### config.mk
export PLATFORM = sky130hd
export DESIGN_NAME = alu_seq
export DESIGN_NICKNAME = d
export VERILOG_FILES = /design/src/rtl/alu_seq_pkg.sv /design/src/rtl/alu_seq_core.sv /design/src/rtl/alu_seq.sv
export SDC_FILE = /design/constraint.sdc
export NUM_CORES = 1
export LEC_CHECK = 0
export BUFFER_PORTS_ARGS = -buffer_cell sky130_fd_sc_hd__buf_2
export CORE_UTILIZATION = 60
export DETAILED_ROUTE_END_ITERATION = 8
export PLACE_DENSITY = 0.82
export SLEW_MARGIN = 40
export SYNTH_ARGS = -nofsm -noshare
export SYNTH_HDL_FRONTEND = slang
export SYNTH_SLANG_ARGS = --single-unit
### constraint.sdc
create_clock -name clk -period 3.7 [get_ports clk]
set_input_delay 0.185 -clock clk [delete_from_list [all_inputs] [get_ports clk]]
set_output_delay 0.185 -clock clk [all_outputs]
set_load 0.03 [all_outputs]
### src/rtl/alu_seq_pkg.sv
// rtl/alu_seq_pkg.sv - op encodings and FSM state type for alu_seq
package alu_seq_pkg;

    localparam int ALU_SEQ_OP_W = 4;

    typedef enum logic [ALU_SEQ_OP_W-1:0] {
        OP_ADD  = 4'd0,
        OP_SUB  = 4'd1,
        OP_AND  = 4'd2,
        OP_OR   = 4'd3,
        OP_XOR  = 4'd4,
        OP_NOT  = 4'd5,
        OP_SHL1 = 4'd6,
        OP_SHR1 = 4'd7,
        OP_SHL  = 4'd8,
        OP_SHR  = 4'd9,
        OP_SAR  = 4'd10,
        OP_ROL  = 4'd11,
        OP_ADC  = 4'd12,
        OP_SBB  = 4'd13,
        OP_MUL  = 4'd14,
        OP_RSVD = 4'd15
    } op_e;

    typedef enum logic [1:0] {
        ST_IDLE = 2'd0,
        ST_BUSY = 2'd1,
        ST_DONE = 2'd2
    } state_e;

    function automatic logic is_var_shift(input op_e o);
        return (o == OP_SHL) || (o == OP_SHR) || (o == OP_SAR) || (o == OP_ROL);
    endfunction

endpackage

### src/rtl/alu_seq_core.sv
// rtl/alu_seq_core.sv - combinational single-cycle ops with carry/overflow/err generation
module alu_seq_core
    import alu_seq_pkg::*;
#(
    parameter int WIDTH = 8
) (
    input  logic [WIDTH-1:0] a,
    input  logic [WIDTH-1:0] b,
    input  op_e              op,
    input  logic             carry_in,
    output logic [WIDTH-1:0] y,
    output logic             carry,
    output logic             ovf,
    output logic             err
);

    logic             cin;
    logic [WIDTH:0]   sum;
    logic [WIDTH:0]   diff;

    assign cin  = carry_in & ((op == OP_ADC) || (op == OP_SBB));
    assign sum  = {1'b0, a} + {1'b0, b} + {{WIDTH{1'b0}}, cin};
    assign diff = {1'b0, a} - {1'b0, b} - {{WIDTH{1'b0}}, cin};

    always_comb begin
        y     = '0;
        carry = 1'b0;
        ovf   = 1'b0;
        err   = 1'b0;
        case (op)
            OP_ADD, OP_ADC: begin
                y     = sum[WIDTH-1:0];
                carry = sum[WIDTH];
                ovf   = (a[WIDTH-1] == b[WIDTH-1]) && (sum[WIDTH-1] != a[WIDTH-1]);
            end
            OP_SUB, OP_SBB: begin
                y     = diff[WIDTH-1:0];
                carry = diff[WIDTH];
                ovf   = (a[WIDTH-1] != b[WIDTH-1]) && (diff[WIDTH-1] != a[WIDTH-1]);
            end
            OP_AND: y = a & b;
            OP_OR:  y = a | b;
            OP_XOR: y = a ^ b;
            OP_NOT: y = ~a;
            OP_SHL1: begin
                y     = {a[WIDTH-2:0], 1'b0};
                carry = a[WIDTH-1];
            end
            OP_SHR1: begin
                y     = {1'b0, a[WIDTH-1:1]};
                carry = a[0];
            end
            // variable shifts reach here only with a zero amount
            OP_SHL, OP_SHR, OP_SAR, OP_ROL: y = a;
            default: err = 1'b1;
        endcase
    end

endmodule

### src/rtl/alu_seq.sv
// rtl/alu_seq.sv - sequential ALU: handshake, iterative shifts, optional multiply (ALU_SEQ_MUL_EN)
module alu_seq
    import alu_seq_pkg::*;
#(
    parameter  int WIDTH = 8,
    localparam int SHW   = $clog2(WIDTH)
) (
    input  logic                    clk,
    input  logic                    rst_n,
    input  logic                    in_valid,
    output logic                    in_ready,
    input  logic [WIDTH-1:0]        a,
    input  logic [WIDTH-1:0]        b,
    input  logic [ALU_SEQ_OP_W-1:0] op,
    output logic                    out_valid,
    input  logic                    out_ready,
    output logic [WIDTH-1:0]        y,
    output logic                    carry,
    output logic                    zero,
    output logic                    neg,
    output logic                    ovf,
    output logic                    err
);

    localparam int CNT_W = SHW + 1;

    state_e           state;
    op_e              op_in;
    op_e              op_q;
    logic [CNT_W-1:0] cnt;
    logic [WIDTH-1:0] work;
    logic [WIDTH-1:0] step_work;
    logic             step_c;
    logic             shc;
    logic             res_c;
    logic             carry_q;
    logic [SHW-1:0]   amount;
    logic             accept;
    logic             iter;
    logic [WIDTH-1:0] core_y;
    logic             core_c;
    logic             core_v;
    logic             core_e;

    assign op_in    = op_e'(op);
    assign amount   = b[SHW-1:0];
    assign in_ready = (state == ST_IDLE) || ((state == ST_DONE) && out_ready);
    assign accept   = in_valid && in_ready;

    alu_seq_core #(.WIDTH(WIDTH)) u_core (
        .a        (a),
        .b        (b),
        .op       (op_in),
        .carry_in (carry_q),
        .y        (core_y),
        .carry    (core_c),
        .ovf      (core_v),
        .err      (core_e)
    );

`ifdef ALU_SEQ_MUL_EN
    logic [WIDTH-1:0] work_hi;
    logic [WIDTH-1:0] step_hi;
    logic [WIDTH-1:0] opa;
    logic [WIDTH:0]   mul_sum;

    assign iter    = (is_var_shift(op_in) && (amount != '0)) || (op_in == OP_MUL);
    assign mul_sum = {1'b0, work_hi} + (work[0] ? {1'b0, opa} : '0);
    assign res_c   = (op_q == OP_MUL) ? (step_hi != '0) : step_c;
`else
    assign iter    = is_var_shift(op_in) && (amount != '0);
    assign res_c   = step_c;
`endif

    // One bit position per BUSY cycle; for MUL {work_hi, work} is the product register
    always_comb begin
        step_work = work;
        step_c    = shc;
`ifdef ALU_SEQ_MUL_EN
        step_hi   = work_hi;
`endif
        case (op_q)
            OP_SHL: begin
                step_c    = work[WIDTH-1];
                step_work = {work[WIDTH-2:0], 1'b0};
            end
            OP_SHR: begin
                step_c    = work[0];
                step_work = {1'b0, work[WIDTH-1:1]};
            end
            OP_SAR: begin
                step_c    = work[0];
                step_work = {work[WIDTH-1], work[WIDTH-1:1]};
            end
            OP_ROL: begin
                step_c    = work[WIDTH-1];
                step_work = {work[WIDTH-2:0], work[WIDTH-1]};
            end
`ifdef ALU_SEQ_MUL_EN
            OP_MUL: begin
                step_hi   = mul_sum[WIDTH:1];
                step_work = {mul_sum[0], work[WIDTH-1:1]};
            end
`endif
            default: ;
        endcase
    end

    always_ff @(posedge clk or negedge rst_n) begin
        if (!rst_n) begin
            state     <= ST_IDLE;
            op_q      <= OP_ADD;
            cnt       <= '0;
            work      <= '0;
            shc       <= 1'b0;
            carry_q   <= 1'b0;
            out_valid <= 1'b0;
            y         <= '0;
            carry     <= 1'b0;
            zero      <= 1'b0;
            neg       <= 1'b0;
            ovf       <= 1'b0;
            err       <= 1'b0;
`ifdef ALU_SEQ_MUL_EN
            work_hi   <= '0;
            opa       <= '0;
`endif
        end else begin
            case (state)
                ST_IDLE, ST_DONE: begin
                    if ((state == ST_DONE) && out_ready) begin
                        state     <= ST_IDLE;
                        out_valid <= 1'b0;
                    end
                    if (accept) begin
                        op_q <= op_in;
                        if (iter) begin
                            state     <= ST_BUSY;
                            out_valid <= 1'b0;
                            shc       <= 1'b0;
                            work      <= a;
                            cnt       <= {1'b0, amount};
`ifdef ALU_SEQ_MUL_EN
                            if (op_in == OP_MUL) begin
                                work    <= b;
                                work_hi <= '0;
                                opa     <= a;
                                cnt     <= CNT_W'(WIDTH);
                            end
`endif
                        end else begin
                            state     <= ST_DONE;
                            out_valid <= 1'b1;
                            y         <= core_y;
                            carry     <= core_c;
                            ovf       <= core_v;
                            err       <= core_e;
                            zero      <= (core_y == '0);
                            neg       <= core_y[WIDTH-1];
                            if (!core_e) carry_q <= core_c;
                        end
                    end
                end
                ST_BUSY: begin
                    work <= step_work;
                    shc  <= step_c;
                    cnt  <= cnt - 1'b1;
`ifdef ALU_SEQ_MUL_EN
                    work_hi <= step_hi;
`endif
                    if (cnt == CNT_W'(1)) begin
                        state     <= ST_DONE;
                        out_valid <= 1'b1;
                        y         <= step_work;
                        carry     <= res_c;
                        carry_q   <= res_c;
                        ovf       <= 1'b0;
                        err       <= 1'b0;
                        zero      <= (step_work == '0);
                        neg       <= step_work[WIDTH-1];
                    end
                end
                default: state <= ST_IDLE;
            endcase
        end
    end

endmodule

### After elaboration in Yosys (flattened, before gate mapping)

Cells that the tools add are included.

| storage, ports and cells | value |
|---|---|
| register bits | 34 |
| input port bits | 24 |
| output and inout bits | 15 |
| logic and storage cells | 134 |

| cells by class | value |
|---|---|
| $add $sub $neg | 5 |
| equality and inequality tests | 30 |
| mux-type cells | 52 |
| bitwise operators | 5 |
| reduce and logical (&&, ||, !) cells | 29 |

Operators with widths:

| kind | number |
|---|---|
| $pmux W8 S9 | 1 |
| $eq A4 B4 Y1 const B | 10 |
| $mux W8 | 5 |
| $pmux W8 S2 | 2 |
| $pmux W8 S4 | 1 |
| $mux W1 | 24 |
| $pmux W1 S2 | 10 |
| $eq A4 B3 Y1 const B | 4 |
| $logic_not A8 Y1 | 2 |
| $reduce_or A14 Y1 | 1 |
| $ne A2 B2 Y1 const B | 5 |
| $reduce_or A2 Y1 | 5 |
| $add A8 B8 Y9 | 1 |
| $add A9 B1 Y9 | 1 |
| $sub A8 B8 Y9 | 1 |
| $sub A9 B1 Y9 | 1 |
| $and A8 B8 Y8 | 1 |
| $eq A4 B1 Y1 const B | 2 |
| $eq A4 B2 Y1 const B | 2 |
| $mux W2 | 4 |
| $mux W4 | 2 |
| $not A8 Y8 | 1 |
| $or A8 B8 Y8 | 1 |
| $pmux W4 S2 | 1 |
| other kinds (21) | 33 |

### Longest topological paths before layout

Gate-level depths: netlist of run 1.

| depth | value |
|---|---|
| word-level depth | 10 |
| mapped depth | 15 |

### Hierarchy

A second synthesis of run 1 with hierarchy kept.

| unflattened totals | value |
|---|---|
| cells, all modules | 435 |
| area, all modules | 3557.2 um^2 |

By module, submodules not included:

| module | times used | cells an instance | area each (um^2) | sequential area each (um^2) |
|---|---|---|---|---|
| alu_seq | 1 | 203 | 1913.1 | 825.8 |
| alu_seq_core | 1 | 232 | 1644.1 | 0.0 |

### Worst setup path after synthesis of run 1

Ideal clock, no wire load.

| timing path | value |
|---|---|
| path type | input to register |
| start | in op[2] |
| end | reg y[7] |
| arrival | 3.181 ns |
| required time | 3.553 ns |
| setup slack | 0.371 ns |
| stages on the path | 13 |
| cell sequence | buf_2 -> clkbuf_1 -> nor2b_1 -> nand3_1 -> fa_1 -> ha_1 -> or4_1 -> o221ai_2 -> nor3_1 -> a311oi_2 -> o221ai_2 -> a2111oi_4 -> a221oi_1 |

| between the ends | value |
|---|---|
| longest elaborated chain between the ends | 8 |
| elaborated cells between the ends (all ways) | 31 |
| those cells by class | add/sub: 2; eq/ne: 14; mux: 4; bitwise: 1; reduce/logical: 10 |

RTL lines:

| element | line | text |
|---|---|---|
| start: declaration | alu_seq.sv:14 | `input logic [ALU_SEQ_OP_W-1:0] op,` |
| $eq A4 B4 Y1 | alu_seq_core.sv:21, alu_seq_core.sv:30 |  |
| $logic_or A1 B1 Y1 | alu_seq_core.sv:21 | `assign cin = carry_in & ((op == OP_ADC) \|\| (op == OP_SBB));` |
| $and A1 B1 Y1 | alu_seq_core.sv:21 |  |
| $sub A9 B1 Y9 / $add A9 B1 Y9 (equally long branches) | alu_seq_core.sv:23, alu_seq_core.sv:22 |  |
| $pmux W8 S9 | alu_seq_core.sv:30 | `case (op)` |
| $mux W8 | alu_seq.sv:137 | `if (iter) begin` |
| $mux W8 | alu_seq.sv:135 | `if (accept) begin` |
| $pmux W8 S2 | alu_seq.sv:129 | `case (state)` |
| end signal: assignment | alu_seq.sv:154 | `y <= core_y;` |
| end signal: assignment | alu_seq.sv:174 | `y <= step_work;` |
| end: declaration | alu_seq.sv:17 | `output logic [WIDTH-1:0] y,` |

Several ways; a longest one is shown, not always the timed one. The select of a mux whose other input is x is not followed.
A chain may end at the register's enable or synchronous reset.

### Worst setup path after layout of run 1

| timing path | value |
|---|---|
| start | reg carry_q |
| end | reg y[7] |

| between the ends | value |
|---|---|
| longest elaborated chain between the ends | 6 |
| elaborated cells between the ends (all ways) | 7 |
| those cells by class | add/sub: 2; mux: 4; bitwise: 1 |

RTL lines:

| element | line | text |
|---|---|---|
| start: declaration | alu_seq.sv:36 | `logic carry_q;` |
| start signal: assignment | alu_seq.sv:160 | `if (!core_e) carry_q <= core_c;` |
| start signal: assignment | alu_seq.sv:176 | `carry_q <= res_c;` |
| $and A1 B1 Y1 * | alu_seq_core.sv:21 |  |
| $sub A9 B1 Y9 / $add A9 B1 Y9 (equally long branches) | alu_seq_core.sv:23, alu_seq_core.sv:22 |  |
| $pmux W8 S9 * | alu_seq_core.sv:30 |  |
| $mux W8 * | alu_seq.sv:137 |  |
| $mux W8 * | alu_seq.sv:135 |  |
| $pmux W8 S2 * | alu_seq.sv:129 |  |

Every way passes the cells marked *; elsewhere a longest branch is shown, timed or not. The select of a mux whose other input is x is not followed.

==> metrics.csv, run 1 <==
metric;value;unit
run status;completed;
nets;512;
period utilization;85.9;%
Critical Path Source Type;flop;
Top FF cell, synth;dfrtp_1;
Die ar.;6000;sq um
VDD IR max;0.000367;V
area delta synth->final;11.1;%
P_leak;1.74;nW
Crit Path Max Fanout;3;
Final Worst Setup Slack;0.521;ns
IO Pins;39;
setup TNS;0;ns
Clock Sinks;33;
GPL Wtd Cong;0.929;
core region area;5510;sq um
Clock Latency Late Sink;0.29;ns
IO buf count;38;
Finished Layout Cells;525;
cells after synthesis;417;
Inst Count DP;516;
final hold viol count;0;
final hold slack;0.216;ns
Final Critical Period;3.18;ns
CTS Hold Buffers Added;1;
number of remaining DRC errors;0;
H-Tree Level Count;2;
Final setup viols;0;
gr ovfl total;0;
# Max-Cap Violations;0;
synth warn;0;
post-CTS setup-driven buffer insertion count;0;
n_diodes;0;
CTS tree;built;
pre-CTS WS;0.423;ns
via/cell ratio;6.34;
Die H;77.5;um
antenna violations before repair;0;
RSZ-0062 raised after global routing;no;
critical path class;reg -> reg;
largest net degree at the start of global routing;49;
clk root buf;clkbuf_8;
Worst Clk Skew;0.00869;ns
DRT Wirelength;9.43;mm
fillers;490;
drt initial violations;236;
Die Wd;77.5;um
Slew HR;51.5;%
# resized after CTS;0;
average size of a mapped cell;8.19;sq um
WP data required;3.84;ns
row count;27;
vias in the first global route;3249;
first-pass GRT wire length;15.8;mm
Arr. time, crit path;3.32;ns
Seq/Total Area, Yosys;24.2;%
count of cell types in the netlist;64;
CTS Buf Count;5;
Starting Density;62.0;%
Min-Delay Path Class;in -> reg;
via count;3330;
FFs w/ async S/R, synth;100;%
DRT Pass-1 Iters;4;
area share of the largest cell type after synthesis;24.2;%
clk slew on worst S/H paths;0.07;ns
Synth area leader;dfrtp_1;
cell area after synthesis;3420;sq um
top cells by area, synth;dfrtp_1, ha_1, o21ai_0, nand2_1, inv_1;
Post-synth EDFFs;0;
Final HPWL DP;7.17;mm
Total GRT Usage;33.5;%
layout cell share with drive strength beyond 1;16.3;%
Synth Net Count;477;
Yosys reg bits;33;
max-slew violations;0;
PD cells;569;nW/um^2
antenna-violating nets left;0;
total power;2.16;mW
WL per Instance;18.0;um
Clock Tree Buf Depth;2;
Max Fclk;0.315;GHz
Slew @ Worst Pin;0.728;ns
CP Capture Type;flop;
cell type report:
class	instances	area [sq um]	area share, %
timing repair buffer	48	270	7.12
tap	72	90.1	2.37
sequential	33	826	21.8
multi-input combinational	329	2380	62.6
clock inverter	1	5.00	0.132
clock buffer	7	96.3	2.54
inverter	35	131	3.46
metrics by stage:
stage / instance area (sq um) / util, %
after floorplan: 3420 / -
after global placement: 3680 / 66.8
after detailed placement: 3680 / 66.8
after CTS: 3790 / 68.9
after global routing: 3790 / 68.9
final: 3790 / 68.9
flip-flops by register name (all words and copies together) (netlist names):
signal and cells:
y 8, ovf 1, zero 1, carry_q 1, err 1, shc 1
op_q 4, carry 1, cnt 4, out_valid 1, work 8, state 2
layer usage:
metal | vias to the layer above | track usage [%] | wire (um)
li1 | 1588 | - | -
met1 | 1578 | 44.8 | 4060
met2 | 142 | 52.3 | 4430
met3 | 22 | 6.24 | 668
met4 | 0 | 15.3 | 261
met5 | - | 0 | 0
layout by cell type (no fill, tap or decap), types with 4 or more instances in the layout:
| cell | Yosys | layout |
|---|---|---|
| mux2_2 | 6 | 6 |
| nor2b_1 | 7 | 7 |
| clkbuf_8 | 0 | 7 |
| inv_1 | 35 | 35 |
| buf_4 | 1 | 10 |
| o211ai_1 | 10 | 10 |
| mux2i_1 | 12 | 12 |
| xor2_1 | 6 | 6 |
| fa_1 | 4 | 4 |
| a211oi_1 | 8 | 8 |
| buf_2 | 3 | 37 |
| a21oi_1 | 20 | 20 |
| nand2b_1 | 9 | 9 |
| a31oi_1 | 5 | 5 |
| o21ai_0 | 30 | 30 |
| dfrtp_1 | 33 | 33 |
| nand2_1 | 38 | 38 |
| nor3_1 | 10 | 10 |
| nand3_1 | 14 | 14 |
| nor2_1 | 34 | 34 |
| a221oi_1 | 8 | 8 |
| ha_1 | 32 | 32 |
| xnor2_1 | 6 | 6 |
| a22oi_1 | 4 | 4 |
| or3_1 | 5 | 5 |
| o31ai_1 | 7 | 7 |
cell usage after synthesis, types with 2 or more instances:
| cell type | number |
|---|---|
| a221oi_1 | 8 |
| mux2_2 | 6 |
| nand2b_1 | 9 |
| o21a_1 | 3 |
| a211oi_1 | 8 |
| fa_1 | 4 |
| and2_1 | 2 |
| o2111ai_1 | 3 |
| mux4_2 | 2 |
| dfrtp_1 | 33 |
| nor2_1 | 34 |
| o221ai_1 | 3 |
| nor3_1 | 10 |
| buf_2 | 3 |
| and3_1 | 2 |
| mux2i_1 | 12 |
| nand3_1 | 14 |
| nand3b_1 | 2 |
| or2_2 | 2 |
| ha_1 | 32 |
| clkbuf_1 | 14 |
| o31ai_1 | 7 |
| o21ai_0 | 30 |
| inv_1 | 35 |
| nand4b_1 | 2 |
| xnor2_1 | 6 |
| nor3b_1 | 2 |
| buf_1 | 2 |
| o221ai_2 | 2 |
| a21oi_1 | 20 |
| nor2b_1 | 7 |
| a31oi_1 | 5 |
| or3_1 | 5 |
| nand2_1 | 38 |
| o211ai_1 | 10 |
| xor2_1 | 6 |
| a22oi_1 | 4 |
| a21o_1 | 3 |
| or4_1 | 2 |
cell families (layout without fill, tap and decap cells):
family,after synthesis,count (layout),synth area share (%)
simple gates,137,137,19.7
mux,20,20,6.81
compound gates,124,124,25.9
xor+xnor,12,12,3.08
fa+ha+maj,36,36,14.1
flops,33,33,24.2
buf+inv,55,91,6.26
critical path, stage by stage (launching register included):
cell and delay, ns:
dfrtp_1 0.37, nand3_1 0.14, fa_1 0.43, ha_1 0.23, or4_1 0.52, o221ai_2 0.24
nor3_1 0.10, a311oi_2 0.30, o221ai_2 0.17, a2111oi_4 0.37, a221oi_1 0.14
path summary, 6_finish.rpt:
| check | startpoint | end | slack (ns) | depth (start not counted) |
|---|---|---|---|---|
| setup / recovery | carry_q | y[7] | 0.52 | 10 |
| max in group asynchronous | rst_n | cnt[2] | 2.73 | 2 |
| hold / removal | b[1] | cnt[1] | 0.22 | 3 |
| min in group asynchronous | rst_n | carry | 0.49 | 2 |
| hold reg to reg | shc | shc | 0.49 | 1 |
| setup reg to reg | carry_q | y[7] | 0.52 | 10 |
report_power, final:
| part | switching (mW) | internal (mW) |
|---|---|---|
| sequential | 0.161 | 0.525 |
| clock | 0.135 | 0.168 |
| combinational | 0.711 | 0.458 |
| total | 1.01 | 1.15 |
No activity file was read; power rests on OpenSTA's default activity.
==> run 2, diff against run 1 <==
--- a/config.mk
+++ b/config.mk
@@ -9,7 +9,7 @@
 export CORE_UTILIZATION = 60
 export DETAILED_ROUTE_END_ITERATION = 8
 export PLACE_DENSITY = 0.82
-export SLEW_MARGIN = 40
+export RECOVER_POWER = 100
 export SYNTH_ARGS = -nofsm -noshare
 export SYNTH_HDL_FRONTEND = slang
 export SYNTH_SLANG_ARGS = --single-unit
==> metrics.csv, run 2 (same netlist as run 1, synthesis figures left out) <==
metric;value;unit;change
Clock Tree Buf Depth;2;;unchanged
VDD IR max;0.000358;V;was 0.000367 V
Int Pwr;1.13;mW;was 1.15 mW
Crit Path Max Fanout;3;;unchanged
period utilization;89.9;%;was 85.9%
Critical Path Max Stage Delay;0.50;ns;was 0.52 ns
Slew @ Worst Pin;1.77;ns;was 0.728 ns
antenna-violating nets left;0;;unchanged
setup TNS;0;ns;unchanged
WL per Instance;18.1;um;was 18.0 um
Design Area, Final;3750;sq um;was 3790 sq um
Clock Sinks;33;;unchanged
Final Critical Period;3.33;ns;was 3.18 ns
Total GRT Usage;33.5;%;unchanged
final core area utilization;68.1;%;was 68.9%
DRT Wirelength;9.51;mm;was 9.43 mm
via count;3354;;was 3330
IO buf count;38;;unchanged
# resized after CTS;0;;unchanged
clk slew on worst S/H paths;0.07;ns;about the same
Critical Path Source Type;flop;;unchanged
Reg power frac;32.2;%;was 31.8%
CP Capture Type;flop;;unchanged
core region area;5510;sq um;unchanged
nets;512;;unchanged
area delta synth->final;9.85;%;was 11.1%
H-Tree Level Count;2;;unchanged
WP data required;3.85;ns;was 3.84 ns
top flop regs;work: 8 flops, y: 8 flops;;unchanged
most frequent cells in the layout;nand2_1, inv_1, nor2_1;;was nand2_1, buf_2, inv_1
Clock Latency Late Sink;0.29;ns;about the same
number of remaining DRC errors;0;;unchanged
Placement Cell Area;3680;sq um;unchanged
CTS Buf Count;5;;unchanged
Die ar.;6000;sq um;unchanged
Final setup viols;0;;unchanged
Final HPWL DP;7.17;mm;unchanged
failing checks;capacitance limit, slew limit;;
CTS tree;built;;unchanged
first-pass GRT wire length;15.8;mm;unchanged
row count;27;;unchanged
run status;finished with violations;;was completed
GPL Wtd Cong;0.929;;unchanged
antenna violations before repair;0;;unchanged
Sw Share;47.3;%;was 46.6%
clock share of power;14.3;%;was 14.0%
Final Worst Setup Slack;0.374;ns;was 0.521 ns
IO Pins;39;;unchanged
PD cells;570;nW/um^2;was 569 nW/um^2
Switching Power;1.01;mW;about the same
Worst Clk Skew;0.00832;ns;was 0.00869 ns
vias in the first global route;3249;;unchanged
Combinational Power Share;53.5;%;was 54.2%
drt initial violations;228;;was 236
n_diodes;0;;unchanged
pre-CTS WS;0.423;ns;unchanged
critical path class;reg -> reg;;unchanged
layout cell share with drive strength beyond 1;11.9;%;was 16.3%
largest net degree at the start of global routing;49;;unchanged
Min-Delay Path Class;in -> reg;;unchanged
CP most frequent cell;o221ai_1;;was o221ai_2
Slew HR;-17.7;%;was 51.5%
worst path cell trace;nand3_1, fa_1, ha_1, or4_1, o221ai_1, nor3_1, a311oi_2, o221ai_1, a2111oi_4, a221oi_1;;was nand3_1, fa_1, ha_1, or4_1, o221ai_2, nor3_1, a311oi_2, o221ai_2, a2111oi_4, a221oi_1
total power;2.14;mW;was 2.16 mW
via/cell ratio;6.39;;was 6.34
# Max-Cap Violations;1;;was 0
P_leak;1.68;nW;was 1.74 nW
Slowest cell on crit path;or4_1;;unchanged
RSZ-0062 raised after global routing;no;;unchanged
clk root buf;clkbuf_8;;unchanged
commonest non-fill, non-tap cell in the layout;nand2_1;;unchanged
worst reg2reg setup slack;0.37;ns;was 0.52 ns
final hold viol count;0;;unchanged
Die H;77.5;um;unchanged
Die Wd;77.5;um;unchanged
max-slew violations;34;;was 0
Max Fclk;0.301;GHz;was 0.315 GHz
Arr. time, crit path;3.47;ns;was 3.32 ns
DRT Pass-1 Iters;5;;was 4
gr ovfl total;0;;unchanged
Starting Density;62.0;%;unchanged
==> run 2: cell count changes in the layout (fill, tap and decap cells not counted), sizes merged <==
cell,change
clkbuf,+18
buf,-18
==> run 2: path summary, 6_finish.rpt <==
check / startpoint / end / cells after the start
setup / recovery: carry_q / y[7] / 10
hold / removal: b[1] / cnt[1] / 3
setup reg to reg: carry_q / y[7] / 10
hold reg to reg: shc / shc / 1
max in group asynchronous: rst_n / cnt[2] / 2
min in group asynchronous: rst_n / carry / 2
==> run 2: area by class of cell <==
| class | count | area [sq um] |
|---|---|---|
| well taps | 72 | 90.1 |
| clock buffers | 7 | 96.3 |
| multi-input cells | 329 | 2360 |
| flip-flops and latches | 33 | 826 |
| fillers | 513 | 1750 |
| repair buffers | 48 | 240 |
| inverters | 35 | 131 |
| clock inverters | 1 | 5.00 |
==> run 2: power by group through the flow <==
stage               Clock [mW]  Combinational (mW)  Sequential (mW)
global placement             0                1.13            0.681
floorplan                    0               0.756            0.763
finish                   0.306                1.15            0.688
CTS                      0.302                1.16            0.682
detailed placement           0                1.16            0.687
global route             0.315                1.26            0.711
==> run 2: per-stage QoR <==
stage / hold slack (ns) / cells
floorplan: -0.111 / 417
global placement: 0.278 / 516
detailed placement: 0.282 / 516
CTS: 0.213 / 525
global route: 0.263 / 525
finish: 0.213 / 525
==> run 2: layer usage <==
metal / vias to the layer above / part of all wire, % / GRT usage [%]
met3: 25 / 6.6 / 6.24
met2: 136 / 47 / 52.3
li1: 1587 / - / -
met1: 1606 / 43 / 44.8
met4: 0 / 2.9 / 15.3
met5: - / 0 / 0
==> run 2: timing repair <==
| item | 4_1_cts | 5_1_grt |
|---|---|---|
| endpoints found under the hold margin | 33 | 0 |
| buffers inserted | 0 | 0 |
| hold buffers | 1 | 0 |
==> run 2: worst max-delay path: cells and delay by family, from the launching register on <==
| family | cells | cell delay (ns) |
|---|---|---|
| AO/OA/AOI/OAI | 5 | 1.38 |
| adder cells (fa/ha/maj) | 2 | 0.67 |
| flip-flops | 1 | 0.37 |
| AND/OR/NAND/NOR | 3 | 0.76 |
